## src/rtl/max7219_serial_driver.sv

```systemverilog
// MAX7219 3-wire serialiser: one-time init burst after reset, then a full
// display refresh per request, with a single-deep pending request.
module max7219_serial_driver #(
   parameter int CLK_DIV = 4
) (
   input  logic        i_clk,
   input  logic        i_reset,
   input  logic        i_start,
   input  logic [63:0] i_digits,
   input  logic [7:0]  i_decode_mode,
   input  logic [3:0]  i_intensity,
   output logic        o_busy,
   output logic        o_done,
   output logic        o_serial_din,
   output logic        o_serial_load,
   output logic        o_serial_clk
);

   localparam int HP_W = $clog2(CLK_DIV + 1);
   localparam logic [HP_W-1:0] HP_MAX = HP_W'(CLK_DIV);
   localparam logic [HP_W-1:0] HP_ONE = HP_W'(1);
   localparam logic [HP_W-1:0] HP_TWO = HP_W'(2);
   localparam logic [3:0] IDX_LAST = 4'd12;
   localparam logic [3:0] IDX_REFRESH = 4'd3;

   typedef enum logic [2:0] {
      S_IDLE, S_LOAD, S_LO, S_HI, S_LATCH, S_DONE
   } state_t;

   state_t state_q, state_n;
   logic [3:0] idx_q, idx_n;
   logic [3:0] bit_q, bit_n;
   logic [HP_W-1:0] hp_q, hp_n;
   logic [15:0] shift_q, shift_n;
   logic init_q, init_n;
   logic pend_q, pend_n;
   logic [63:0] dig_q, dig_n;
   logic [7:0] dec_q, dec_n;
   logic [3:0] int_q, int_n;
   logic go, refresh, next_word, sending;

   function automatic logic [15:0] word_of(
      input logic [3:0]  idx,
      input logic [63:0] dig,
      input logic [7:0]  dec,
      input logic [3:0]  inten
   );
      logic [3:0] k;
      k = idx - 4'd5;
      case (idx)
         4'd0: word_of = 16'h0C01;
         4'd1: word_of = 16'h0F00;
         4'd2: word_of = 16'h0B07;
         4'd3: word_of = {8'h09, dec};
         4'd4: word_of = {8'h0A, 4'h0, inten};
         default: begin
            if (idx <= IDX_LAST)
               word_of = {4'h0, idx - 4'd4, dig[{k[2:0], 3'b000} +: 8]};
            else
               word_of = 16'h0000;
         end
      endcase
   endfunction

   always_ff @(posedge i_clk or posedge i_reset) begin
      if (i_reset) begin
         state_q <= S_IDLE;
         idx_q   <= '0;
         bit_q   <= '0;
         hp_q    <= '0;
         shift_q <= '0;
         init_q  <= 1'b1;
         pend_q  <= 1'b0;
         dig_q   <= '0;
         dec_q   <= '0;
         int_q   <= '0;
      end else begin
         state_q <= state_n;
         idx_q   <= idx_n;
         bit_q   <= bit_n;
         hp_q    <= hp_n;
         shift_q <= shift_n;
         init_q  <= init_n;
         pend_q  <= pend_n;
         dig_q   <= dig_n;
         dec_q   <= dec_n;
         int_q   <= int_n;
      end
   end

   always_comb begin
      state_n   = state_q;
      idx_n     = idx_q;
      bit_n     = bit_q;
      hp_n      = hp_q;
      shift_n   = shift_q;
      init_n    = init_q;
      pend_n    = pend_q;
      dig_n     = dig_q;
      dec_n     = dec_q;
      int_n     = int_q;
      go        = 1'b0;
      refresh   = 1'b0;
      next_word = 1'b0;
      case (state_q)
         S_IDLE: begin
            if (init_q) begin
               go     = 1'b1;
               init_n = 1'b0;
               idx_n  = 4'd0;
            end else if (pend_q || i_start) begin
               go      = 1'b1;
               refresh = 1'b1;
            end
         end
         // LOAD is the first low-phase cycle of bit 15
         S_LOAD: begin
            if (CLK_DIV == 1) begin
               state_n = S_HI;
               hp_n    = HP_ONE;
            end else begin
               state_n = S_LO;
               hp_n    = HP_TWO;
            end
         end
         S_LO: begin
            if (hp_q == HP_MAX) begin
               state_n = S_HI;
               hp_n    = HP_ONE;
            end else begin
               hp_n = hp_q + HP_ONE;
            end
         end
         S_HI: begin
            if (hp_q == HP_MAX) begin
               hp_n = HP_ONE;
               if (bit_q == 4'd0) begin
                  state_n = S_LATCH;
               end else begin
                  state_n = S_LO;
                  bit_n   = bit_q - 4'd1;
                  shift_n = {shift_q[14:0], 1'b0};
               end
            end else begin
               hp_n = hp_q + HP_ONE;
            end
         end
         // latch gap is two half periods; bit_q[0] marks the second
         S_LATCH: begin
            if (hp_q == HP_MAX) begin
               hp_n = HP_ONE;
               if (!bit_q[0]) begin
                  bit_n = 4'd1;
               end else if (idx_q == IDX_LAST) begin
                  state_n = S_DONE;
               end else begin
                  idx_n     = idx_q + 4'd1;
                  next_word = 1'b1;
               end
            end else begin
               hp_n = hp_q + HP_ONE;
            end
         end
         S_DONE: begin
            if (pend_q || i_start) begin
               go      = 1'b1;
               refresh = 1'b1;
            end else begin
               state_n = S_IDLE;
            end
         end
         default: state_n = S_IDLE;
      endcase
      if (refresh) begin
         idx_n  = IDX_REFRESH;
         pend_n = 1'b0;
      end else if (i_start) begin
         pend_n = 1'b1;
      end
      if (go) begin
         dig_n = i_digits;
         dec_n = i_decode_mode;
         int_n = i_intensity;
      end
      if (go || next_word) begin
         state_n = S_LOAD;
         bit_n   = 4'd15;
         shift_n = word_of(idx_n, dig_n, dec_n, int_n);
      end
   end

   assign sending = (state_q == S_LOAD) || (state_q == S_LO) ||
                    (state_q == S_HI);

   assign o_serial_load = !sending;
   assign o_serial_clk  = (state_q == S_HI);
   assign o_serial_din  = sending && shift_q[15];
   assign o_done        = (state_q == S_DONE);
   assign o_busy        = ((state_q != S_IDLE) && (state_q != S_DONE)) ||
                          init_q || pend_q || i_start;

endmodule

```

## config.mk

```make
export PLATFORM = sky130hd
export DESIGN_NAME = max7219_serial_driver
export DESIGN_NICKNAME = d
export VERILOG_FILES = /design/src/rtl/max7219_serial_driver.sv
export SDC_FILE = /design/constraint.sdc
export NUM_CORES = 1
export LEC_CHECK = 0
export CAP_MARGIN = 20
export CORE_UTILIZATION = 30
export CTS_CLUSTER_DIAMETER = 100
export DETAILED_ROUTE_END_ITERATION = 16
export PLACE_DENSITY_LB_ADDON = 0.2
export SLEW_MARGIN = 10
export SYNTH_ARGS = -nofsm -noshare
export SYNTH_HDL_FRONTEND = slang
export SYNTH_SLANG_ARGS = --single-unit
export TNS_END_PERCENT = 10
```

## constraint.sdc

```tcl
create_clock -name i_clk -period 3.8 [get_ports i_clk]
set_clock_uncertainty 0.05 [all_clocks]
set_input_delay 0.38 -clock i_clk [delete_from_list [all_inputs] [get_ports i_clk]]
set_output_delay 0.38 -clock i_clk [all_outputs]
set_load 0.1 [all_outputs]
```

; After elaboration in Yosys (flattened, before gate mapping)
; Index checks and enable logic that the tools add are counted.
[op_classes]
shift = 1
div = 0
eq_ne = 22
mux = 43
n_lt_le_gt_ge = 1
bitwise = 0
add_sub_neg = 5
multipliers = 0
reduce_logical = 24
[ops]
columns = operator, n
row1 = two-way mux 16 bit, 4
row2 = two-way mux 64 bit, 1
row3 = indexed part select 64 x 7 -> 8 bit, 1
row4 = one-hot mux 12 bit (5 select lines), 1
row5 = two-way mux 4 bit, 11
row6 = two-way mux 3 bit, 9
row7 = "!= test 3 bit, second input constant", 6
row8 = one-hot mux 3 bit (6 select lines), 1
row9 = one-hot mux 4 bit (2 select lines), 2
row10 = two-way mux 12 bit, 1
row11 = "equality test 3 bit, second input constant", 3
row12 = two-way mux 1 bit, 9
row13 = "equality test 4 x 2 -> 1 bit, second input constant", 2
row14 = zero test 4 bit, 2
row15 = two-way mux 8 bit, 1
row16 = nonzero test 2 bit, 4
row17 = logical OR 1 bit, 7
row18 = AND reduction 7 bit, 1
row19 = "equality test 3 x 2 -> 1 bit, second input constant", 2
row20 = "!= test 3 x 2 -> 1 bit, second input constant", 2
row21 = one-hot mux 3 bit (2 select lines), 1
row22 = nonzero test 3 bit, 2
row23 = AND reduction 5 bit, 1
row24 = "adder 4 x 1 -> 4 bit, second input constant", 1
row25 = other kinds (19), 21
[word_totals]
ff_bits = 108
mem_count = 0
ram_bits = 0
rom_bits = 0
latch_bits = 0
in_bits = 79
elab_cells = 107

; Logic depth before layout (Yosys ltp)
[logic_depth]
word_depth = 11
mapped_depth = 16
mapped_depth_nobuf = 14

; Worst setup path after synthesis
; OpenSTA, ideal clock, no wires.
[synth_path]
kind = reg2reg
startpoint = register state_q[1]
endpoint = register shift_q[0]
path_buffers = 3
arrival_ns = 4.214
stages_incl_launch_ff = 11
setup_time_ns = 0.128
synth_period_minus_slack_ns = 4.391
slack_ns = -0.591
cell_sequence = dfrtp_1 > buf_2 > inv_1 > nor3_1 > nand2_1 > nor2_1 > buf_2 > buf_2 > nor3b_1 > a21oi_1 > o31ai_2
[synth_between]
word_cells_on_any_way = 28
classes_between = add/sub (1) / order compare (1) / eq/ne (8) / shift (1) / mux (11) / reduce/logical (6)
[synth_rtl]
columns = element, line
row1 = from (decl), 30  ; state_t state_q, state_n;
row2 = from (signal assigned), 78  ; state_q <= state_n;
row3 = equality test 3 x 2 -> 1 bit, --
row4 = named net o_serial_clk, 16  ; output logic o_serial_clk
row5 = nonzero test 2 bit (no line), --
row6 = AND reduction 3 bit (no line), --
row7 = to (signal assigned), 82  ; shift_q <= shift_n;
row8 = to (decl), 34  ; logic [15:0] shift_q, shift_n;
; The timed path passes the listed nets, and every way through them passes these cells.
; A chain may end at the register's enable or synchronous reset.

; Final worst setup path
[layout_path]
startpoint = register hp_q[0]
endpoint = register shift_q[0]
[layout_between]
elab_chain_len = 9
word_cells_on_any_way = 22
classes_between = add/sub (1) / order compare (1) / eq/ne (6) / shift (1) / mux (8) / reduce/logical (5)
[layout_rtl]
columns = element, line
row1 = from (decl), 33  ; logic [HP_W-1:0] hp_q, hp_n;
row2 = from (signal assigned), 81  ; hp_q <= hp_n;
row3 = equality test 3 bit (*), "135, 150"
row4 = two-way mux 4 bit, 150  ; if (hp_q == HP_MAX) begin
row5 = one-hot mux 4 bit (2 select lines), 105  ; case (state_q)
row6 = two-way mux 4 bit, 174  ; if (refresh) begin
row7 = subtractor 3 bit, 49  ; k = idx - 4'd5;
row8 = indexed part select 64 x 7 -> 8 bit, 58  ; word_of = {4'h0, idx - 4'd4, dig[{k[2:0], 3'b000} +: 8]};
row9 = two-way mux 12 bit, 57  ; if (idx <= IDX_LAST)
row10 = one-hot mux 12 bit (5 select lines), 50  ; case (idx)
row11 = two-way mux 16 bit, 185  ; if (go || next_word) begin
; Mark *: on every way between the ends. The rest lies on a longest branch, timed or not.

==> reports/results.txt <==
outcome - finished, violations left
failing checks - DRC
crit-path max cell delay - 420 ps
gr usage total - 14.7%
Final Cycle Share - 90.7%
vias in the first global route - 4,157
Yosys cell types - 57
Clk Latency, worst-skew pair - 360 ps
fin util - 38.8%
max cap viols - 0
worst path bufs/invs - 2
synthesized flop and latch total - 108
post-synth top area cell - dfrtp_1
first-pass GRT wire length - 22,000 um
Logic pwr share - 30.9%
Worst Setup SP - hp_q[0]$_DFFE_PP0P_
via count - 3,903
# nets final - 637
startpoint types - flop
DR pass1 iterations - 10
final setup TNS - 0 ps
Critical Path Stages - 14
DRC viols - 6
CP top delay family - compound AO/OA/AOI/OAI gates
Fill cells - 1,734
postcts setup bufs - 0
sequential power share - 45.3%
Worst Path Arrival - 3660 ps
post-route worst setup slack - 354 ps
Die Span Y - 138 um
max frequency - 0.290 GHz
ys async rst share - 100%
commonest non-fill, non-tap cell in the layout - dfrtp_1
Synth top area share - 48.1%
Detailed Place HPWL - 9490 um
synthesized cell area - 5560 um2
Post-synth EDFFs - 0
Synth Net Count - 548
Final Setup Violations - 0
pwr dens - 544 nW/um2
min cycle time layout - 3450 ps
P_sw - 1.16 mW
# IOs - 84
area of the multi-input gates - 2700 um2
switching power share of the total - 30.2%
total CTS buffers - 9
RSZ-0062 raised after global routing - no
top cells by area, synth - dfrtp_1 48%, mux2_2 20%, mux4_2 3.2%
GR Overflow Total - 0
Worst Path Max Fanout - 8
slowest CP cell - dfrtp_1
Crit Reg-Reg Startpoint - hp_q[0]$_DFFE_PP0P_
Setup crit end kind - flop
DIE AREA - 19,100 um2
Pwr Total - 3.82 mW
Syn. warnings - 0
antenna violations before repair - 1
final-report hold violation count - 0
crit path kind - flop to flop
Initial Utilization - 30.8%
commonest cells after routing, fill and taps aside - 107 x dfrtp_1, 97 x mux2_2, 78 x clkdlybuf4s50_1
syn avg cell area - 12.1 um2
WHS - 446 ps
DR WL/cell - 16.8 um
headroom to the max-slew limit - 34.5%
clk sink count - 108
ANT cells - 0
H-tree levels - 3
clk root buf - clkbuf_16
Total Wirelength - 13,100 um
Layout area overhead - 26.3%
R2R depth - 14
TritonCTS clock tree - done
die width - 138 um
Std-Cell Rows - 49
FF/Latch Area - 2700 um2
Final Max Tran Viols - 0
clock slew at reported path FFs - 70 ps
I/O Buffers - 83
clock share of power - 23.8%
layout cell share with drive strength beyond 1 - 30.1%
leakage - 2.91 nW
hold depth - 1
cells along the critical path - inv_1 > ha_1 > and3_1 > nand2_1 > mux2i_1 > o21ai_2 > inv_4 > ha_1 > or3_1 > o31a_1 > o31ai_2 > nand2_1 > a31o_2 > o31ai_2
sequential share of the synthesized area - 48.6%
cell internal pwr - 2.67 mW
Antenna Nets Post-Route - 0
worst min path class - flop to flop
setup slack at placement - 57.9 ps
CTS Buffer Depth - 2
initial drt markers - 177
Cells after Synth - 459
IR drop worst, VDD - 0.000275 V
via/cell ratio - 5.00
largest net degree at the start of global routing - 78
HP Start - dig_q[25]$_DFF_PP0_
worst-margin pin slew - 983 ps
Required @ worst endpoint - 4020 ps
GP Congestion - 0.840
Top FF cell, synth - dfrtp_1
Core Area - 18,100 um2
worst paths after layout:
path	end	slack, ps
max	shift_q[0]$_DFFE_PP0P_	350
min	dig_q[25]$_DFF_PP0_	450
max reg2reg	shift_q[0]$_DFFE_PP0P_	350
min reg2reg	dig_q[25]$_DFF_PP0_	450
max in group asynchronous	init_q$_DFFE_PP1P_	2300
min in group asynchronous	dig_q[17]$_DFF_PP0_	560
cell families (layout without fill, tap and decap cells):
family          count (synthesis)  count (layout)  synth area share [%]
compound gates                 90              90                  11.2
mux                           122             122                  26.2
xor+xnor                        2               2                 0.653
buf+inv                        40             133                  3.46
fa+ha+maj                      10              10                  2.25
simple gates                   87              87                  7.54
flops                         108             108                  48.6
Yosys cell counts (4+ instances only):
| cell type | number |
|---|---|
| ha_1 | 10 |
| a21oi_1 | 19 |
| a31oi_1 | 9 |
| o211ai_1 | 4 |
| mux2i_1 | 16 |
| nor2b_1 | 6 |
| nand3_1 | 4 |
| o21ai_0 | 17 |
| nor2_1 | 26 |
| a211oi_1 | 5 |
| inv_1 | 13 |
| dfrtp_1 | 107 |
| mux2_2 | 97 |
| nor3_1 | 4 |
| clkbuf_1 | 9 |
| and3_1 | 7 |
| nand2_1 | 27 |
| buf_2 | 14 |
| mux4_2 | 8 |
per-layer routing:
| layer | wire, um | up-vias | track usage (%) |
|---|---|---|---|
| li1 | - | 1854 | - |
| met1 | 5860 | 1958 | 18.7 |
| met2 | 6480 | 80 | 24.5 |
| met3 | 637 | 11 | 3.81 |
| met4 | 116 | 0 | 4.55 |
| met5 | 0 | - | 0 |
power groups by stage:
stage,registers [mW],logic [mW],clock network (mW)
finish,1.73,1.18,0.909
global route,1.79,1.31,0.999
CTS,1.74,1.20,0.951
detailed placement,1.76,1.19,0
global placement,1.74,1.16,0
floorplan,1.69,0.924,0
metrics by stage:
step,instance area [um2],std cells
finish,7020,781
global route,7020,781
CTS,7010,781
detailed placement,6730,766
global placement,6730,766
floorplan,5570,459
sequential cells by signal, indices dropped and copies added (netlist names):
name     count
bit_q        4
init_q       1
pend_q       1
int_q        4
state_q      3
shift_q     16
dig_q       64
dec_q        8
idx_q        4
hp_q         3
what timing repair did:
item	CTS	global route
gates resized for setup	0	3
hold buffers	0	0
endpoints found under the setup margin	0	8
final cells by class:
type	count	area share [%]
Tap cell	229	4.08
Clock inverter	5	0.713
Multi-Input combinational cell	311	38.4
Sequential cell	108	38.5
Inverter	14	0.820
Timing Repair Buffer	104	14.1
Clock buffer	10	3.40
Power figures use the tool's default switching activity.
